[config.mk]
export PLATFORM = sky130hd
export DESIGN_NAME = fta_tran_tracker_flat
export DESIGN_NICKNAME = d
export VERILOG_FILES = /design/src/rtl/rf80386_pkg.sv /design/src/rtl/fta_tran_tracker_if.sv /design/src/rtl/fta_tran_slot.sv /design/src/rtl/fta_tran_tracker.sv /design/src/flat_wrapper.sv
export SDC_FILE = /design/constraint.sdc
export NUM_CORES = 1
export LEC_CHECK = 0
export ABC_AREA = 1
export ABC_CLOCK_PERIOD_IN_PS = 3700
export CELL_PAD_IN_SITES_DETAIL_PLACEMENT = 0
export CELL_PAD_IN_SITES_GLOBAL_PLACEMENT = 1
export CORE_ASPECT_RATIO = 1.75
export CORE_MARGIN = 2
export CORE_UTILIZATION = 48
export CTS_BUF_LIST = sky130_fd_sc_hd__clkbuf_16
export CTS_CLUSTER_DIAMETER = 40
export DETAILED_ROUTE_END_ITERATION = 6
export GPL_ROUTABILITY_DRIVEN = 0
export PLACE_DENSITY = 0.94
export SLEW_MARGIN = 20
export SYNTH_ARGS = -nofsm -noshare
export SYNTH_HDL_FRONTEND = slang
export SYNTH_SLANG_ARGS = --single-unit
export TNS_END_PERCENT = 1
[constraint.sdc]
create_clock -name clk_i -period 3.7 [get_ports clk_i]
set_clock_uncertainty 0.1 [all_clocks]
set_input_delay 0.37 -clock clk_i [delete_from_list [all_inputs] [get_ports clk_i]]
set_output_delay 0.37 -clock clk_i [all_outputs]
set_load 0.03 [all_outputs]
[src/rtl/rf80386_pkg.sv]
// Shared types for the transaction tracker: per-slot state encoding,
// completion status codes and a backoff helper.
package rf80386_pkg;

    typedef enum logic [2:0] {
        SLOT_FREE  = 3'd0,
        SLOT_PEND  = 3'd1,
        SLOT_RWAIT = 3'd2,
        SLOT_RRDY  = 3'd3,
        SLOT_DONE  = 3'd4
    } slot_state_e;

    typedef enum logic [1:0] {
        DST_ACK  = 2'd0,
        DST_ERR  = 2'd1,
        DST_TMO  = 2'd2,
        DST_RTYX = 2'd3
    } done_st_e;

    // Double the backoff, saturating at the ceiling.
    function automatic int unsigned sat_dbl(input int unsigned b, input int unsigned m);
        return ((b << 1) > m) ? m : (b << 1);
    endfunction

endpackage

[src/rtl/fta_tran_tracker_if.sv]
// Allocation, response, retry and completion channels of the tracker.
interface fta_tran_tracker_if #(
    parameter int TIDW = 4
);
    logic            alloc_req_i;
    logic            alloc_gnt_o;
    logic [TIDW-1:0] alloc_tid_o;
    logic            resp_v_i;
    logic [TIDW-1:0] resp_tid_i;
    logic            resp_ack_i;
    logic            resp_rty_i;
    logic            resp_err_i;
    logic            retry_v_o;
    logic [TIDW-1:0] retry_tid_o;
    logic            retry_take_i;
    logic            done_v_o;
    logic [TIDW-1:0] done_tid_o;
    logic [1:0]      done_st_o;

    modport slave (
        input  alloc_req_i, resp_v_i, resp_tid_i, resp_ack_i, resp_rty_i, resp_err_i, retry_take_i,
        output alloc_gnt_o, alloc_tid_o, retry_v_o, retry_tid_o, done_v_o, done_tid_o, done_st_o
    );

    modport master (
        output alloc_req_i, resp_v_i, resp_tid_i, resp_ack_i, resp_rty_i, resp_err_i, retry_take_i,
        input  alloc_gnt_o, alloc_tid_o, retry_v_o, retry_tid_o, done_v_o, done_tid_o, done_st_o
    );
endinterface

[src/rtl/fta_tran_slot.sv]
// One outstanding-transaction slot: lifecycle FSM, response timer (reused
// as the backoff counter while waiting to retry), backoff and retry count.
module fta_tran_slot
    import rf80386_pkg::*;
#(
    parameter int TIDW      = 4,
    parameter int TMO       = 255,
    parameter int RTY_BASE  = 4,
    parameter int RTY_MAX   = 64,
    parameter int RTY_LIMIT = 8
) (
    input  logic            clk_i,
    input  logic            rst_i,
    input  logic            flush_i,
    input  logic            grant_i,
    input  logic [TIDW-1:0] tid_i,
    input  logic            resp_v_i,
    input  logic [TIDW-1:0] resp_tid_i,
    input  logic            resp_ack_i,
    input  logic            resp_rty_i,
    input  logic            resp_err_i,
    input  logic            retry_take_i,
    input  logic            done_take_i,
    output slot_state_e     state_o,
    output logic [TIDW-1:0] tid_o,
    output logic [1:0]      st_o,
    output logic            hit_o
);
    localparam int TMAX = (TMO > RTY_MAX) ? TMO : RTY_MAX;
    localparam int TMRW = $clog2(TMAX + 1);
    localparam int BKW  = $clog2(RTY_MAX + 1);
    localparam int RCW  = $clog2(RTY_LIMIT + 1);

    slot_state_e     state_q, state_d;
    logic [TIDW-1:0] tid_q, tid_d;
    done_st_e        st_q, st_d;
    logic [TMRW-1:0] tmr_q, tmr_d, tmr_inc_s;
    logic [BKW-1:0]  bko_q, bko_d;
    logic [RCW-1:0]  rcnt_q, rcnt_d;
    logic            hit_s;

    assign hit_s     = resp_v_i && (state_q == SLOT_PEND) && (resp_tid_i == tid_q);
    assign tmr_inc_s = tmr_q + TMRW'(1);

    // Next-state: flush dominates; within PEND a response beats the timeout.
    always_comb begin
        state_d = state_q;
        tid_d   = tid_q;
        st_d    = st_q;
        tmr_d   = tmr_q;
        bko_d   = bko_q;
        rcnt_d  = rcnt_q;
        if (flush_i) begin
            state_d = SLOT_FREE;
        end else begin
            case (state_q)
                SLOT_FREE: begin
                    if (grant_i) begin
                        state_d = SLOT_PEND;
                        tid_d   = tid_i;
                        tmr_d   = '0;
                        rcnt_d  = '0;
                        bko_d   = BKW'(RTY_BASE);
                    end else begin
                        state_d = SLOT_FREE;
                    end
                end
                SLOT_PEND: begin
                    if (hit_s && resp_err_i) begin
                        state_d = SLOT_DONE;
                        st_d    = DST_ERR;
                    end else if (hit_s && resp_rty_i) begin
                        if (rcnt_q == RCW'(RTY_LIMIT)) begin
                            state_d = SLOT_DONE;
                            st_d    = DST_RTYX;
                        end else begin
                            state_d = SLOT_RWAIT;
                            rcnt_d  = rcnt_q + RCW'(1);
                            tmr_d   = '0;
                        end
                    end else if (hit_s && resp_ack_i) begin
                        state_d = SLOT_DONE;
                        st_d    = DST_ACK;
                    end else if (tmr_inc_s == TMRW'(TMO)) begin
                        state_d = SLOT_DONE;
                        st_d    = DST_TMO;
                    end else begin
                        tmr_d = tmr_inc_s;
                    end
                end
                SLOT_RWAIT: begin
                    if (tmr_inc_s == TMRW'(bko_q)) begin
                        state_d = SLOT_RRDY;
                        bko_d   = BKW'(sat_dbl(32'(bko_q), unsigned'(RTY_MAX)));
                    end else begin
                        tmr_d = tmr_inc_s;
                    end
                end
                SLOT_RRDY: begin
                    if (retry_take_i) begin
                        state_d = SLOT_PEND;
                        tmr_d   = '0;
                    end else begin
                        state_d = SLOT_RRDY;
                    end
                end
                SLOT_DONE: begin
                    if (done_take_i) begin
                        state_d = SLOT_FREE;
                    end else begin
                        state_d = SLOT_DONE;
                    end
                end
                default: state_d = SLOT_FREE;
            endcase
        end
    end

    // Slot state registers.
    always_ff @(posedge clk_i or negedge rst_i) begin
        if (!rst_i) begin
            state_q <= SLOT_FREE;
            tid_q   <= '0;
            st_q    <= DST_ACK;
            tmr_q   <= '0;
            bko_q   <= BKW'(RTY_BASE);
            rcnt_q  <= '0;
        end else begin
            state_q <= state_d;
            tid_q   <= tid_d;
            st_q    <= st_d;
            tmr_q   <= tmr_d;
            bko_q   <= bko_d;
            rcnt_q  <= rcnt_d;
        end
    end

    assign state_o = state_q;
    assign tid_o   = tid_q;
    assign st_o    = st_q;
    assign hit_o   = hit_s;

endmodule

[src/rtl/fta_tran_tracker.sv]
// Transaction-ID tracker: hands out unique tranids, follows each through
// response/retry/timeout, and reports one completion per cycle.
module fta_tran_tracker
    import rf80386_pkg::*;
#(
    parameter int NTAG      = 4,
    parameter int TIDW      = 4,
    parameter int TMO       = 255,
    parameter int RTY_BASE  = 4,
    parameter int RTY_MAX   = 64,
    parameter int RTY_LIMIT = 8
) (
    input  logic                      clk_i,
    input  logic                      rst_i,
    fta_tran_tracker_if.slave         bus,
    input  logic                      flush_i,
    output logic                      full_o,
    output logic                      busy_o,
    output logic [$clog2(NTAG+1)-1:0] count_o,
    output logic                      stray_o
);
    localparam int CW = $clog2(NTAG + 1);

    slot_state_e     state_s [NTAG];
    logic [TIDW-1:0] tid_s   [NTAG];
    logic [1:0]      st_s    [NTAG];
    logic [NTAG-1:0] hit_s, free_v_s, rrdy_v_s, done_v_s;
    logic [NTAG-1:0] free_oh_s, rrdy_oh_s, done_oh_s;
    logic [NTAG-1:0] grant_s, take_s, dtake_s;
    logic            held_s, gnt_s, retry_v_s, done_v_s1;
    logic [TIDW-1:0] retry_tid_s, done_tid_s;
    logic [1:0]      done_st_s;
    logic [CW-1:0]   cnt_s;
    logic [TIDW-1:0] cand_q, cand_d;
    logic            stray_q, stray_d;

    function automatic logic [TIDW-1:0] next_tid(input logic [TIDW-1:0] t);
        return (t == {TIDW{1'b1}}) ? TIDW'(1) : t + TIDW'(1);
    endfunction

    for (genvar g = 0; g < NTAG; g++) begin : g_slot
        fta_tran_slot #(
            .TIDW(TIDW), .TMO(TMO), .RTY_BASE(RTY_BASE), .RTY_MAX(RTY_MAX), .RTY_LIMIT(RTY_LIMIT)
        ) u_slot (
            .clk_i        (clk_i),
            .rst_i        (rst_i),
            .flush_i      (flush_i),
            .grant_i      (grant_s[g]),
            .tid_i        (cand_q),
            .resp_v_i     (bus.resp_v_i),
            .resp_tid_i   (bus.resp_tid_i),
            .resp_ack_i   (bus.resp_ack_i),
            .resp_rty_i   (bus.resp_rty_i),
            .resp_err_i   (bus.resp_err_i),
            .retry_take_i (take_s[g]),
            .done_take_i  (dtake_s[g]),
            .state_o      (state_s[g]),
            .tid_o        (tid_s[g]),
            .st_o         (st_s[g]),
            .hit_o        (hit_s[g])
        );
    end

    // Arbitration: lowest-index pick via isolate-lowest-set-bit on each vector.
    always_comb begin
        held_s = 1'b0;
        cnt_s  = '0;
        for (int i = 0; i < NTAG; i++) begin
            free_v_s[i] = (state_s[i] == SLOT_FREE);
            rrdy_v_s[i] = (state_s[i] == SLOT_RRDY);
            done_v_s[i] = (state_s[i] == SLOT_DONE);
            held_s      = held_s | (!free_v_s[i] && (tid_s[i] == cand_q));
            cnt_s       = cnt_s + (free_v_s[i] ? CW'(0) : CW'(1));
        end
        free_oh_s = free_v_s & (~free_v_s + NTAG'(1));
        rrdy_oh_s = rrdy_v_s & (~rrdy_v_s + NTAG'(1));
        done_oh_s = done_v_s & (~done_v_s + NTAG'(1));

        gnt_s     = rst_i && bus.alloc_req_i && !flush_i && (|free_v_s) && !held_s;
        retry_v_s = !flush_i && (|rrdy_v_s);
        done_v_s1 = !flush_i && (|done_v_s);
        grant_s   = gnt_s ? free_oh_s : '0;
        take_s    = (retry_v_s && bus.retry_take_i) ? rrdy_oh_s : '0;
        dtake_s   = done_v_s1 ? done_oh_s : '0;

        retry_tid_s = '0;
        done_tid_s  = '0;
        done_st_s   = 2'd0;
        for (int i = 0; i < NTAG; i++) begin
            retry_tid_s = retry_tid_s | ({TIDW{take_s[i] | (retry_v_s & rrdy_oh_s[i])}} & tid_s[i]);
            done_tid_s  = done_tid_s  | ({TIDW{dtake_s[i]}} & tid_s[i]);
            done_st_s   = done_st_s   | ({2{dtake_s[i]}} & st_s[i]);
        end

        cand_d  = (bus.alloc_req_i && !flush_i) ? next_tid(cand_q) : cand_q;
        stray_d = bus.resp_v_i && !(|hit_s);
    end

    // Candidate tranid and stray-response pulse.
    always_ff @(posedge clk_i or negedge rst_i) begin
        if (!rst_i) begin
            cand_q  <= TIDW'(1);
            stray_q <= 1'b0;
        end else begin
            cand_q  <= cand_d;
            stray_q <= stray_d;
        end
    end

    assign bus.alloc_gnt_o = gnt_s;
    assign bus.alloc_tid_o = gnt_s ? cand_q : '0;
    assign bus.retry_v_o   = retry_v_s;
    assign bus.retry_tid_o = retry_tid_s;
    assign bus.done_v_o    = done_v_s1;
    assign bus.done_tid_o  = done_tid_s;
    assign bus.done_st_o   = done_st_s;
    assign count_o         = cnt_s;
    assign full_o          = (cnt_s == CW'(NTAG));
    assign busy_o          = (cnt_s != CW'(0));
    assign stray_o         = stray_q;

endmodule

[src/flat_wrapper.sv]
// flat-port wrapper written by rule: the top's interface ports become plain ports
module fta_tran_tracker_flat import rf80386_pkg::*;
#(
    parameter int NTAG      = 4,
    parameter int TIDW      = 4,
    parameter int TMO       = 255,
    parameter int RTY_BASE  = 4,
    parameter int RTY_MAX   = 64,
    parameter int RTY_LIMIT = 8
)
  (clk_i, rst_i, flush_i, full_o, busy_o, count_o, stray_o, bus_alloc_req_i, bus_resp_v_i, bus_resp_tid_i, bus_resp_ack_i, bus_resp_rty_i, bus_resp_err_i, bus_retry_take_i, bus_alloc_gnt_o, bus_alloc_tid_o, bus_retry_v_o, bus_retry_tid_o, bus_done_v_o, bus_done_tid_o, bus_done_st_o);
  fta_tran_tracker_if #(.TIDW(TIDW)) bus_i ();
  input  logic clk_i;
  input  logic rst_i;
  input  logic flush_i;
  output logic full_o;
  output logic busy_o;
  output logic [$clog2(NTAG+1)-1:0] count_o;
  output logic stray_o;
  input wire logic [$bits(bus_i.alloc_req_i)-1:0] bus_alloc_req_i;
  input wire logic [$bits(bus_i.resp_v_i)-1:0] bus_resp_v_i;
  input wire logic [$bits(bus_i.resp_tid_i)-1:0] bus_resp_tid_i;
  input wire logic [$bits(bus_i.resp_ack_i)-1:0] bus_resp_ack_i;
  input wire logic [$bits(bus_i.resp_rty_i)-1:0] bus_resp_rty_i;
  input wire logic [$bits(bus_i.resp_err_i)-1:0] bus_resp_err_i;
  input wire logic [$bits(bus_i.retry_take_i)-1:0] bus_retry_take_i;
  output wire logic [$bits(bus_i.alloc_gnt_o)-1:0] bus_alloc_gnt_o;
  output wire logic [$bits(bus_i.alloc_tid_o)-1:0] bus_alloc_tid_o;
  output wire logic [$bits(bus_i.retry_v_o)-1:0] bus_retry_v_o;
  output wire logic [$bits(bus_i.retry_tid_o)-1:0] bus_retry_tid_o;
  output wire logic [$bits(bus_i.done_v_o)-1:0] bus_done_v_o;
  output wire logic [$bits(bus_i.done_tid_o)-1:0] bus_done_tid_o;
  output wire logic [$bits(bus_i.done_st_o)-1:0] bus_done_st_o;
  assign bus_i.alloc_req_i = bus_alloc_req_i;
  assign bus_i.resp_v_i = bus_resp_v_i;
  assign bus_i.resp_tid_i = bus_resp_tid_i;
  assign bus_i.resp_ack_i = bus_resp_ack_i;
  assign bus_i.resp_rty_i = bus_resp_rty_i;
  assign bus_i.resp_err_i = bus_resp_err_i;
  assign bus_i.retry_take_i = bus_retry_take_i;
  assign bus_alloc_gnt_o = bus_i.alloc_gnt_o;
  assign bus_alloc_tid_o = bus_i.alloc_tid_o;
  assign bus_retry_v_o = bus_i.retry_v_o;
  assign bus_retry_tid_o = bus_i.retry_tid_o;
  assign bus_done_v_o = bus_i.done_v_o;
  assign bus_done_tid_o = bus_i.done_tid_o;
  assign bus_done_st_o = bus_i.done_st_o;
  fta_tran_tracker #(.NTAG(NTAG), .TIDW(TIDW), .TMO(TMO), .RTY_BASE(RTY_BASE), .RTY_MAX(RTY_MAX), .RTY_LIMIT(RTY_LIMIT)) u_core (.clk_i(clk_i), .rst_i(rst_i), .bus(bus_i), .flush_i(flush_i), .full_o(full_o), .busy_o(busy_o), .count_o(count_o), .stray_o(stray_o));
endmodule
==> flow_metrics.tcl <==
set metrics [dict create \
    pwr_density_cell_nw_per_um2 342 \
    max_stage_delay_ns 0.66 \
    wl_met3_um 720 \
    m1WireLength_um 8840 \
    remaining_drc_errors 0 \
    required_ns 3.23 \
    rsz0062_at_grt "false" \
    port_buffers 35 \
    crit_chain "nor2_1 > nand2_1 > inv_1 > fa_1 > inv_1 > ha_1 > ha_1 > nor2_1 > nand2_1 > clkdlybuf4s50_1" \
    top_layer "met4" \
    syn-cell-area_um2 8010 \
    cts_tree "done" \
    fin_nets 1316 \
    p_leak_nw 4.39 \
    synth_area_leader_cell "dfrtp_1" \
    slew_headroom_pct 42.3 \
    synth_cells 1239 \
    ir_drop_mv 0.381 \
    wirelength_um 22200 \
    die_h_um 175 \
    critPathArrivalTime_ns 3.02 \
    ios 36 \
    synth_area_leaders "dfrtp_1 32%, nand2_1 21%, nor2_1 7.3%, inv_1 6.5%, nand3_1 6.0%" \
    clk_latency_ns 0.37 \
    area_growth_pct 11.5 \
    min_period_over_period_pct 94.2 \
    finalHoldViolCount 0 \
    h-tree-depth 3 \
    finalSetupViolations 0 \
    rows 62 \
    critical_path_class "reg2out" \
    hpwl_um 17200 \
    drive_above_1_share_pct 7.31 \
    timing.fmax_ghz 0.287 \
    synth_nets 1274 \
    yosysUniqueCellTypes 47 \
    fin_ws_ns 0.214 \
    clockRootBuffer "clkbuf_16" \
    power_frac_clock_pct 32.2 \
    cp-start-kind "register" \
    place_area_um2 8650 \
    dr.first_iter.drc_count 417 \
    die-area_um2 17800 \
    place_ws_ns 0.477 \
    antenna_found_initial 0 \
    status "complete, no violations" \
    final_cell_area_um2 8930 \
    slowest_stage "clkdlybuf4s50_1" \
    grt_pass1_wl_um 37200 \
    met2_length_um 11700 \
    cts_buffers 9 \
    power.switching_mw 1.03 \
    vias_per_cell 5.26 \
    cap_violations 0 \
    hold_class "in2async" \
    switching_share_pct 33.9 \
    wl_per_cell_um 14.7 \
    crit_path_max_fanout 5 \
    track_usage_pct 26.4 \
    pwr-share-comb_pct 20.1 \
    cts_buffer_depth 2 \
    synth-seq-area-share_pct 34.1 \
    vias 7950 \
    min_period_ns 3.49 \
    multi_input_area_um2 4650 \
    initial_core_util_pct 49.0 \
    grt_pass1_vias 7817 \
    worst_pin_slew_ns 0.865 \
    tns_ns 0 \
    grt_max_degree 67 \
    setup.worst_path.end_class "output port" \
    fill_cells 1732 \
    first_pass_iters 7 \
    seq_area_um2 2730 \
    clk_pin_slew_ns 0.07 \
    yosysWarnings 0 \
    overflow 0 \
    finalMaxSlewViolations 0 \
    detail-route-antenna-nets 0 \
    dieWidth_um 102 \
    coreArea_um2 16400 \
    cts_num_sinks 109 \
    yosysTopAreaCellShare_pct 32.5 \
    syn_area_per_cell_um2 6.47 \
    ys_ff_latch 109 \
    p_int_mw 2.02 \
    n_antenna_cell 0 \
    pwr-share-seq_pct 47.7 \
]
## final timing paths
path / cells after the start / to / from / slack, ns
worst min register to register: 2 / u_core.g_slot[0].u_slot.bko_q[2] / u_core.g_slot[0].u_slot.bko_q[2] / 0.38
min in group clk_i: 2 / u_core.g_slot[0].u_slot.bko_q[2] / u_core.g_slot[0].u_slot.bko_q[2] / 0.38
max in group asynchronous: 3 / u_core.g_slot[0].u_slot.tmr_q[7] / rst_i / 2.18
worst max-delay path: 10 / busy_o / u_core.g_slot[0].u_slot.state_o[1] / 0.21
worst min-delay path: 2 / u_core.g_slot[1].u_slot.tid_o[0] / rst_i / 0.01
worst max register to register: 11 / u_core.g_slot[2].u_slot.tmr_q[1] / u_core.g_slot[1].u_slot.state_o[1] / 0.86
## metrics by stage
step / cells / hold WS [ns] / utilization, % / total power [mW]
CTS: 1510 / 0.0397 / 54.6 / 3.07
global route: 1510 / 0.0739 / 54.6 / 3.22
floorplan: 1239 / -0.0256 / - / 1.86
finish: 1510 / 0.0101 / 54.6 / 3.05
detailed placement: 1494 / 0.364 / 52.8 / 2.09
global placement: 1494 / 0.358 / 52.8 / 2.08
## routing by layer
layer / vias to the layer above / GRT usage (%)
li1: 4038 / -
met1: 3673 / 30.5
met2: 177 / 47.5
met3: 62 / 2.64
met4: 0 / 12.3
met5: - / 0
## Yosys cell counts (all sizes together)
library cell,number
nand2,462
nand3b,5
nand3,104
nor3,29
nor2,164
o21ai,76
and3,1
clkbuf,5
inv,149
dfrtp,104
o2bb2ai,1
nand4,34
a2111oi,1
buf,9
a21oi,22
and2,1
nor4,3
o21bai,3
xor2,20
fa,1
dfstp,5
ha,21
o22ai,3
a31oi,1
a22oi,1
xnor2,1
or2,5
o2111ai,8
## what timing repair did
item	in CTS	in global routing
endpoints found under the hold margin	0	0
gates resized for setup	0	2
hold buffers	0	0
setup buffers	0	0
endpoints found under the setup margin	0	2
## final cells by class
type | instances | share of cell area (%)
flip-flops and latches | 109 | 30.6
clock buffers | 9 | 2.52
inverters | 149 | 6.29
multi-input cells | 967 | 52.0
well taps | 224 | 3.14
repair buffers | 45 | 4.82
clock inverters | 7 | 0.644
## cell usage in the layout (no fill, tap or decap), types with 2 or more instances in the layout
cell               n
xor2_1            20
nand3_1           96
nand3_2            7
buf_12             2
nand2_1          447
nand4_2            2
nand4_1           32
a21oi_4            2
nor3_2             2
or2_2              5
dfrtp_1          104
o21ai_0           63
o22ai_1            3
nor2_2             5
o21ai_1           12
dfstp_2            5
ha_1              21
nor2_4             2
inv_1            139
nand2_4            2
nor3_1            27
a21oi_1           18
clkbuf_16          9
clkinv_1           3
buf_4             17
a21oi_2            2
o21bai_1           3
nand2_2           13
o2111ai_1          8
nor2_1           156
clkdlybuf4s50_1   25
inv_2             10
nand3b_1           5
## cell families after synthesis
| group | share of synthesized area [%] |
|---|---|
| flops | 34.1 |
| simple gates | 43.8 |
| compound gates | 8.34 |
| xor+xnor | 2.30 |
| buf+inv | 7.90 |
| fa+ha+maj | 3.53 |
## power groups by stage
stage               Sequential, mW  Combinational [mW]  Clock, mW
global placement              1.48               0.605          0
CTS                           1.45               0.615      0.998
global route                  1.48               0.709       1.03
detailed placement            1.48               0.612          0
floorplan                     1.41               0.459          0
finish                        1.46               0.614      0.983
## state kept, by name, indices dropped and copies added (netlist names)
register and cells:
u_core.g_slot.u_slot.tmr_q 32, u_core.g_slot.u_slot.bko_q 20, u_core.g_slot.u_slot.rcnt_q 16, u_core.g_slot.u_slot.tid_o 16, u_core.g_slot.u_slot.state_o 12, u_core.g_slot.u_slot.st_o 8
u_core.cand_q 4, u_core.stray_o 1
## critical path, delay by kind of cell, from the launching register on
family        cells  cell delay (ns)
flops             1             0.41
simple gates      4             0.37
buf+inv           3             0.83
fa+ha+maj         3             1.04
Power figures use the tool's default switching activity.
